<file path="config.mk">
export PLATFORM = sky130hd
export DESIGN_NAME = fp_writeback_arbiter
export DESIGN_NICKNAME = d
export VERILOG_FILES = /design/src/rtl/fp_wb_pkg.sv /design/src/rtl/fp_wb_fifo.sv /design/src/rtl/fp_writeback_arbiter.sv
export SDC_FILE = /design/constraint.sdc
export NUM_CORES = 1
export LEC_CHECK = 0
export CORE_UTILIZATION = 45
export CTS_BUF_LIST = sky130_fd_sc_hd__clkbuf_16
export CTS_CLUSTER_DIAMETER = 50
export DETAILED_ROUTE_END_ITERATION = 10
export PLACE_DENSITY = 0.75
export SYNTH_ARGS = -nofsm -noshare
export SYNTH_HDL_FRONTEND = slang
export SYNTH_SLANG_ARGS = --single-unit
</file>
<file path="constraint.sdc">
create_clock -name clk -period 16.1 [get_ports clk]
set_clock_uncertainty 0.1 [all_clocks]
set_input_delay 4.83 -clock clk [delete_from_list [all_inputs] [get_ports clk]]
set_output_delay 4.83 -clock clk [all_outputs]
set_load 0.005 [all_outputs]
</file>
<file path="src/rtl/fp_wb_pkg.sv">
// Shared types and constants for the FP register-file writeback arbiter.
package fp_wb_pkg;

  typedef struct packed {
    logic [4:0]  rd;
    logic [31:0] data;
    logic [4:0]  flags;
  } wb_entry_t;

  localparam int ENTRY_W = $bits(wb_entry_t);

  // Bit positions inside the 5-bit accrued exception field.
  localparam int FLAG_NV = 4;
  localparam int FLAG_DZ = 3;
  localparam int FLAG_OF = 2;
  localparam int FLAG_UF = 1;
  localparam int FLAG_NX = 0;

endpackage

</file>
<file path="src/rtl/fp_wb_fifo.sv">
// Small circular buffer for FPU results that lost arbitration; exposes every
// slot and its valid bit so the parent can derive the pending-destination mask.
module fp_wb_fifo
  import fp_wb_pkg::*;
#(
  parameter int DEPTH = 2,
  localparam int CNT_W = $clog2(DEPTH + 1)
) (
  input  logic                     clk,
  input  logic                     rst,
  input  logic                     push,
  input  logic [ENTRY_W-1:0]       push_data,
  input  logic                     pop,
  output logic [ENTRY_W-1:0]       head_data,
  output logic [CNT_W-1:0]         count,
  output logic [DEPTH*ENTRY_W-1:0] entries,
  output logic [DEPTH-1:0]         entry_valid
);

  localparam int PTR_W = (DEPTH > 1) ? $clog2(DEPTH) : 1;

  logic [ENTRY_W-1:0] mem_q [DEPTH];
  logic [PTR_W-1:0]   wr_ptr_q, wr_ptr_d;
  logic [PTR_W-1:0]   rd_ptr_q, rd_ptr_d;
  logic [CNT_W-1:0]   count_q, count_d;

  function automatic logic [PTR_W-1:0] ptr_inc(input logic [PTR_W-1:0] p);
    return (p == PTR_W'(DEPTH - 1)) ? '0 : p + 1'b1;
  endfunction

  always_comb begin
    wr_ptr_d = push ? ptr_inc(wr_ptr_q) : wr_ptr_q;
    rd_ptr_d = pop  ? ptr_inc(rd_ptr_q) : rd_ptr_q;
    count_d  = count_q;
    if (push && !pop) begin
      count_d = count_q + 1'b1;
    end else if (pop && !push) begin
      count_d = count_q - 1'b1;
    end
  end

  always_ff @(posedge clk) begin
    if (rst) begin
      wr_ptr_q <= '0;
      rd_ptr_q <= '0;
      count_q  <= '0;
    end else begin
      wr_ptr_q <= wr_ptr_d;
      rd_ptr_q <= rd_ptr_d;
      count_q  <= count_d;
      if (push) begin
        mem_q[wr_ptr_q] <= push_data;
      end
    end
  end

  assign head_data = mem_q[rd_ptr_q];
  assign count     = count_q;

  // A slot is live when its distance from the read pointer is below the count.
  for (genvar gi = 0; gi < DEPTH; gi++) begin : g_slot
    logic [PTR_W:0] offset;
    always_comb begin
      if (PTR_W'(gi) >= rd_ptr_q) begin
        offset = (PTR_W + 1)'(gi) - {1'b0, rd_ptr_q};
      end else begin
        offset = (PTR_W + 1)'(gi + DEPTH) - {1'b0, rd_ptr_q};
      end
    end
    assign entry_valid[gi] = (int'(offset) < int'(count_q));
    assign entries[gi*ENTRY_W +: ENTRY_W] = mem_q[gi];
  end

endmodule

</file>
<file path="src/rtl/fp_writeback_arbiter.sv">
// Merges FP loads and FPU results into one register-file write port, buffering
// FPU results that collide with loads, and accumulates the fflags CSR.
module fp_writeback_arbiter
  import fp_wb_pkg::*;
#(
  parameter int NUM_REGS   = 32,
  parameter int FIFO_DEPTH = 2
) (
  input  logic                clk,
  input  logic                rst,
  input  logic                fpu_valid,
  output logic                fpu_ready,
  input  logic [4:0]          fpu_rd,
  input  logic [31:0]         fpu_result,
  input  logic [4:0]          fpu_flags,
  input  logic                ld_valid,
  input  logic [4:0]          ld_rd,
  input  logic [31:0]         ld_data,
  output logic                wb_wen,
  output logic [4:0]          wb_rd,
  output logic [31:0]         wb_data,
  output logic [4:0]          wb_flags,
  input  logic                fflags_wr,
  input  logic [4:0]          fflags_wdata,
  output logic [4:0]          fflags_acc,
  output logic [NUM_REGS-1:0] pend_mask,
  output logic                busy
);

  localparam int CNT_W = $clog2(FIFO_DEPTH + 1);

  logic                          fifo_push, fifo_pop, fpu_accept;
  logic [ENTRY_W-1:0]            fifo_head;
  logic [CNT_W-1:0]              fifo_count;
  logic [FIFO_DEPTH*ENTRY_W-1:0] fifo_entries;
  logic [FIFO_DEPTH-1:0]         fifo_valid;
  wb_entry_t                     head_entry, fpu_entry;
  wb_entry_t                     slots [FIFO_DEPTH];

  logic       wb_wen_q, wb_wen_d;
  logic [4:0] wb_rd_q, wb_rd_d;
  logic [31:0] wb_data_q, wb_data_d;
  logic [4:0] wb_flags_q, wb_flags_d;
  logic [4:0] fflags_acc_q, fflags_acc_d;

  fp_wb_fifo #(
    .DEPTH(FIFO_DEPTH)
  ) u_fifo (
    .clk        (clk),
    .rst        (rst),
    .push       (fifo_push),
    .push_data  (fpu_entry),
    .pop        (fifo_pop),
    .head_data  (fifo_head),
    .count      (fifo_count),
    .entries    (fifo_entries),
    .entry_valid(fifo_valid)
  );

  assign head_entry = wb_entry_t'(fifo_head);
  assign fpu_entry  = '{rd: fpu_rd, data: fpu_result, flags: fpu_flags};
  assign fpu_ready  = !rst && (int'(fifo_count) < FIFO_DEPTH);
  assign fpu_accept = fpu_valid && fpu_ready;

  // Loads first, then the oldest buffered result, then a direct FPU bypass.
  always_comb begin
    fifo_push  = 1'b0;
    fifo_pop   = 1'b0;
    wb_wen_d   = 1'b0;
    wb_rd_d    = wb_rd_q;
    wb_data_d  = wb_data_q;
    wb_flags_d = wb_flags_q;
    if (ld_valid) begin
      wb_wen_d   = 1'b1;
      wb_rd_d    = ld_rd;
      wb_data_d  = ld_data;
      wb_flags_d = '0;
      fifo_push  = fpu_accept;
    end else if (fifo_count != '0) begin
      wb_wen_d   = 1'b1;
      wb_rd_d    = head_entry.rd;
      wb_data_d  = head_entry.data;
      wb_flags_d = head_entry.flags;
      fifo_pop   = 1'b1;
      fifo_push  = fpu_accept;
    end else if (fpu_accept) begin
      wb_wen_d   = 1'b1;
      wb_rd_d    = fpu_rd;
      wb_data_d  = fpu_result;
      wb_flags_d = fpu_flags;
    end
    fflags_acc_d = (fflags_wr ? fflags_wdata : fflags_acc_q)
                 | (wb_wen_d ? wb_flags_d : 5'd0);
  end

  always_ff @(posedge clk) begin
    if (rst) begin
      wb_wen_q     <= 1'b0;
      wb_rd_q      <= '0;
      wb_data_q    <= '0;
      wb_flags_q   <= '0;
      fflags_acc_q <= '0;
    end else begin
      wb_wen_q     <= wb_wen_d;
      wb_rd_q      <= wb_rd_d;
      wb_data_q    <= wb_data_d;
      wb_flags_q   <= wb_flags_d;
      fflags_acc_q <= fflags_acc_d;
    end
  end

  for (genvar gi = 0; gi < FIFO_DEPTH; gi++) begin : g_slot
    assign slots[gi] = wb_entry_t'(fifo_entries[gi*ENTRY_W +: ENTRY_W]);
  end

  always_comb begin
    pend_mask = '0;
    for (int i = 0; i < FIFO_DEPTH; i++) begin
      if (!rst && fifo_valid[i] && (int'(slots[i].rd) < NUM_REGS)) begin
        pend_mask[slots[i].rd] = 1'b1;
      end
    end
  end

  assign busy       = !rst && (fifo_count != '0);
  assign wb_wen     = wb_wen_q;
  assign wb_rd      = wb_rd_q;
  assign wb_data    = wb_data_q;
  assign wb_flags   = wb_flags_q;
  assign fflags_acc = fflags_acc_q;

endmodule

</file>
==> flow_summary.toml <==
[outcome]
outcome = "finished, final reports clean"

[critical_path]
r2r_cells = 3
critPathLaunch = "rst"
timing.rr.end = "wb_data[29]$_SDFFE_PP0P_"
r2r_start = "u_fifo.count[1]$_SDFFE_PP0P_"
required_ns = 11.17
rrSetupSlack_ns = 13.59
worstPathArrival_ns = 7.68
critPathKind = "in -> out"
crit_path_max_fanout = 23
start_kind = "input port"
crit_path_end = "pend_mask[7]"
end_kind = "output port"

[place]
port_buffers = 170
gp_congestion = 0.8070
dpl.hpwl_um = 9546
dp_slack_ns = 3.549

[cts]
clock_sinks = 137
worstSkewPairLatency_ns = 0.41
cts_max_path_buffers = 2
post_cts_buffers = 0
cts-root-buf = "clkbuf_16"
clk_pin_slew_ns = 0.05
htree_levels = 4
cts_resized = 0
cts_tree = "yes"
postCtsHoldBufs = 0
cts_buffers = 17

[sta]
min_period_ns = 12.61
slew_headroom_pct = 20.97
final-max-slew-violation-count = 0
setup_viol = 0
worst_slew_pin_slew_ns = 1.185
rsz0062_at_grt = "no"
fmax_mhz = 79.27
holdWs_ns = 0.4395
worst_slack_ns = 3.485
finalHoldViolCount = 0
fin_crit_sh_pct = 78.35
finalSetupTns_ns = 0

[min_path]
hp-class = "reg -> reg"

[global_route]
antenna_found_initial = 0
grt_usage_pct = 22.34
top_usage_layer = "met2"
globalRouteMet3Util_pct = 7.213
grt_pass1_wl_um = 22870
grtUsageMet2_pct = 37.67
grt-ovfl-total = 0
grt_pass1_vias = 4561
grt_max_degree = 75
grt_util_met1_pct = 26.98

[route]
wl_per_cell_um = 18.83
route.detailed.drc = 0
viasPerCell = 5.802
drtIter0Drc = 274
vias = 4589
wl_um = 14900
ant_nets = 0
dr.pass1.iters = 4

[flow_run]
maxCapViolCount = 0

[logic_synthesis]
ys_top_cells_by_area = "edfxtp_1 43%, dfxtp_1 18%, mux2_2 9.0%"
syn-cell-area_um2 = 5881
synthArstFlopShare_pct = 0
yosysTopAreaCell = "edfxtp_1"
synth_cell_types = 41
synth_edf_count = 84
yosysWarnings = 0
syn_nets = 540
synth_common_cells = "84 x edfxtp_1, 64 x o22ai_1, 53 x dfxtp_1"
yosysMostFrequentCell = "edfxtp_1"
netlist.area_leader.share_pct = 42.89
ys_seq_elements = 137
seq_area_frac_synth_pct = 60.94
ys.flop_type = "edfxtp_1"
avgSynthCellArea_um2 = 13.07
synth_cells = 450

[power]
power.leakage_nw = 2.744
power.density_nw_per_um2 = 138.2
ir_drop_mv = 0.06759
power.total_mw = 1.136

[floorplan]
coreArea_um2 = 12670
die-area_um2 = 13530
num_rows = 41
die_h_um = 116.3
die_w_um = 116.3
start_util_pct = 46.41
io_pins = 171

[finish]
drive_above_1_share_pct = 15.67
area_growth_pct = 39.81
fill_cells = 1002
nNetsFinal = 696
multi_input_area_um2 = 2090
seq_area_um2 = 3585
antenna_cells = 0
[cells by family (layout without fill, tap and decap cells)]
logic type | Yosys count | after routing | synth area share [%]
muxes | 52 | 52 | 9.851
xor gates and xnor gates | 3 | 3 | 0.4469
AOI/OAI and AO/OA | 168 | 168 | 20.06
buffers and inverters | 41 | 210 | 3.787
DFF | 137 | 137 | 60.94
adders and majority gates | 1 | 1 | 0.2127
and+or+nand+nor | 48 | 48 | 4.702
[worst min path at each step]
stage / cells after the start / startpoint / to
2_1_floorplan: 2 / u_fifo.rd_ptr_q$_SDFFE_PP0P_ / flop
3_3_place_gp: 2 / wb_data[23]$_SDFFE_PP0P_ / wb_data[23]$_SDFFE_PP0P_
3_5_place_dp: 2 / wb_data[26]$_SDFFE_PP0P_ / wb_data[26]$_SDFFE_PP0P_
4_1_cts: 2 / wb_data[30]$_SDFFE_PP0P_ / wb_data[30]$_SDFFE_PP0P_
5_1_grt: 2 / wb_data[26]$_SDFFE_PP0P_ / wb_data[26]$_SDFFE_PP0P_
6_report: 2 / wb_data[30]$_SDFFE_PP0P_ / wb_data[30]$_SDFFE_PP0P_
[critical path, stage by stage]
cell	delay, ns
clkdlybuf4s50_1	0.84
inv_1	0.64
o2111ai_1	0.50
o22ai_1	0.33
clkdlybuf4s50_1	0.54
[through the flow]
step | utilization (%) | cell area (µm²) | std cells
after floorplan | - | 5881 | 450
after global placement | 60.24 | 7632 | 759
after detailed placement | 60.24 | 7632 | 759
after CTS | 64.89 | 8222 | 791
after global routing | 64.89 | 8222 | 791
final | 64.89 | 8222 | 791
[cell type report]
type                            instances  area share [%]
Inverter                                5          0.2283
Timing Repair Buffer                  173           20.97
Clock buffer                           18           5.479
Clock inverter                         14           1.689
Sequential cell                       137           43.60
Tap cell                              172           2.618
Multi-Input combinational cell        272           25.41
[flip-flops by register name, indices dropped and copies added, names as in the netlist, named ones only]
register,cells
fflags_acc,5
u_fifo.count,2
u_fifo.mem_q,84
u_fifo.rd_ptr_q,1
u_fifo.wr_ptr_q,1
wb_data,32
wb_flags,5
wb_rd,5
wb_wen,1
[placed cells by master (no fill, tap or decap), types with 2 or more instances in the layout]
master           netlist  layout
inv_1                  5       8
o21ai_1                2       2
or3b_2                 4       4
or3_1                  3       3
mux2_2                47      47
xor2_1                 2       2
nand2_1                3       3
o221ai_1              37      37
dfxtp_1               53      52
a22oi_1               10      10
nand3b_1               6       6
nor2_1                16      15
mux2i_1                5       5
nor3_1                 2       2
clkdlybuf4s50_1        0     170
a21oi_1               38      38
bufinv_16              0       3
o22ai_2               10      10
nand4_1                2       2
nand3_1                4       4
edfxtp_1              84      84
clkbuf_16              0      18
clkinv_1               0       4
buf_4                  0       3
o22ai_1               64      64
[metal layers]
layer | up-vias | routed length, µm
li1 | 2151 | -
met1 | 2215 | 6239
met2 | 200 | 7253
met3 | 23 | 1201
met4 | 0 | 203
met5 | - | 0
[where the power goes]
| group | total (mW) | internal [mW] | switching (mW) | leakage (nW) |
|---|---|---|---|---|
| Combinational | 0.292 | 0.154 | 0.138 | 1.24 |
| Sequential | 0.460 | 0.416 | 0.0440 | 1.21 |
| Clock | 0.385 | 0.248 | 0.137 | 0.300 |
Note: power is estimated with default switching activity, not from simulation.
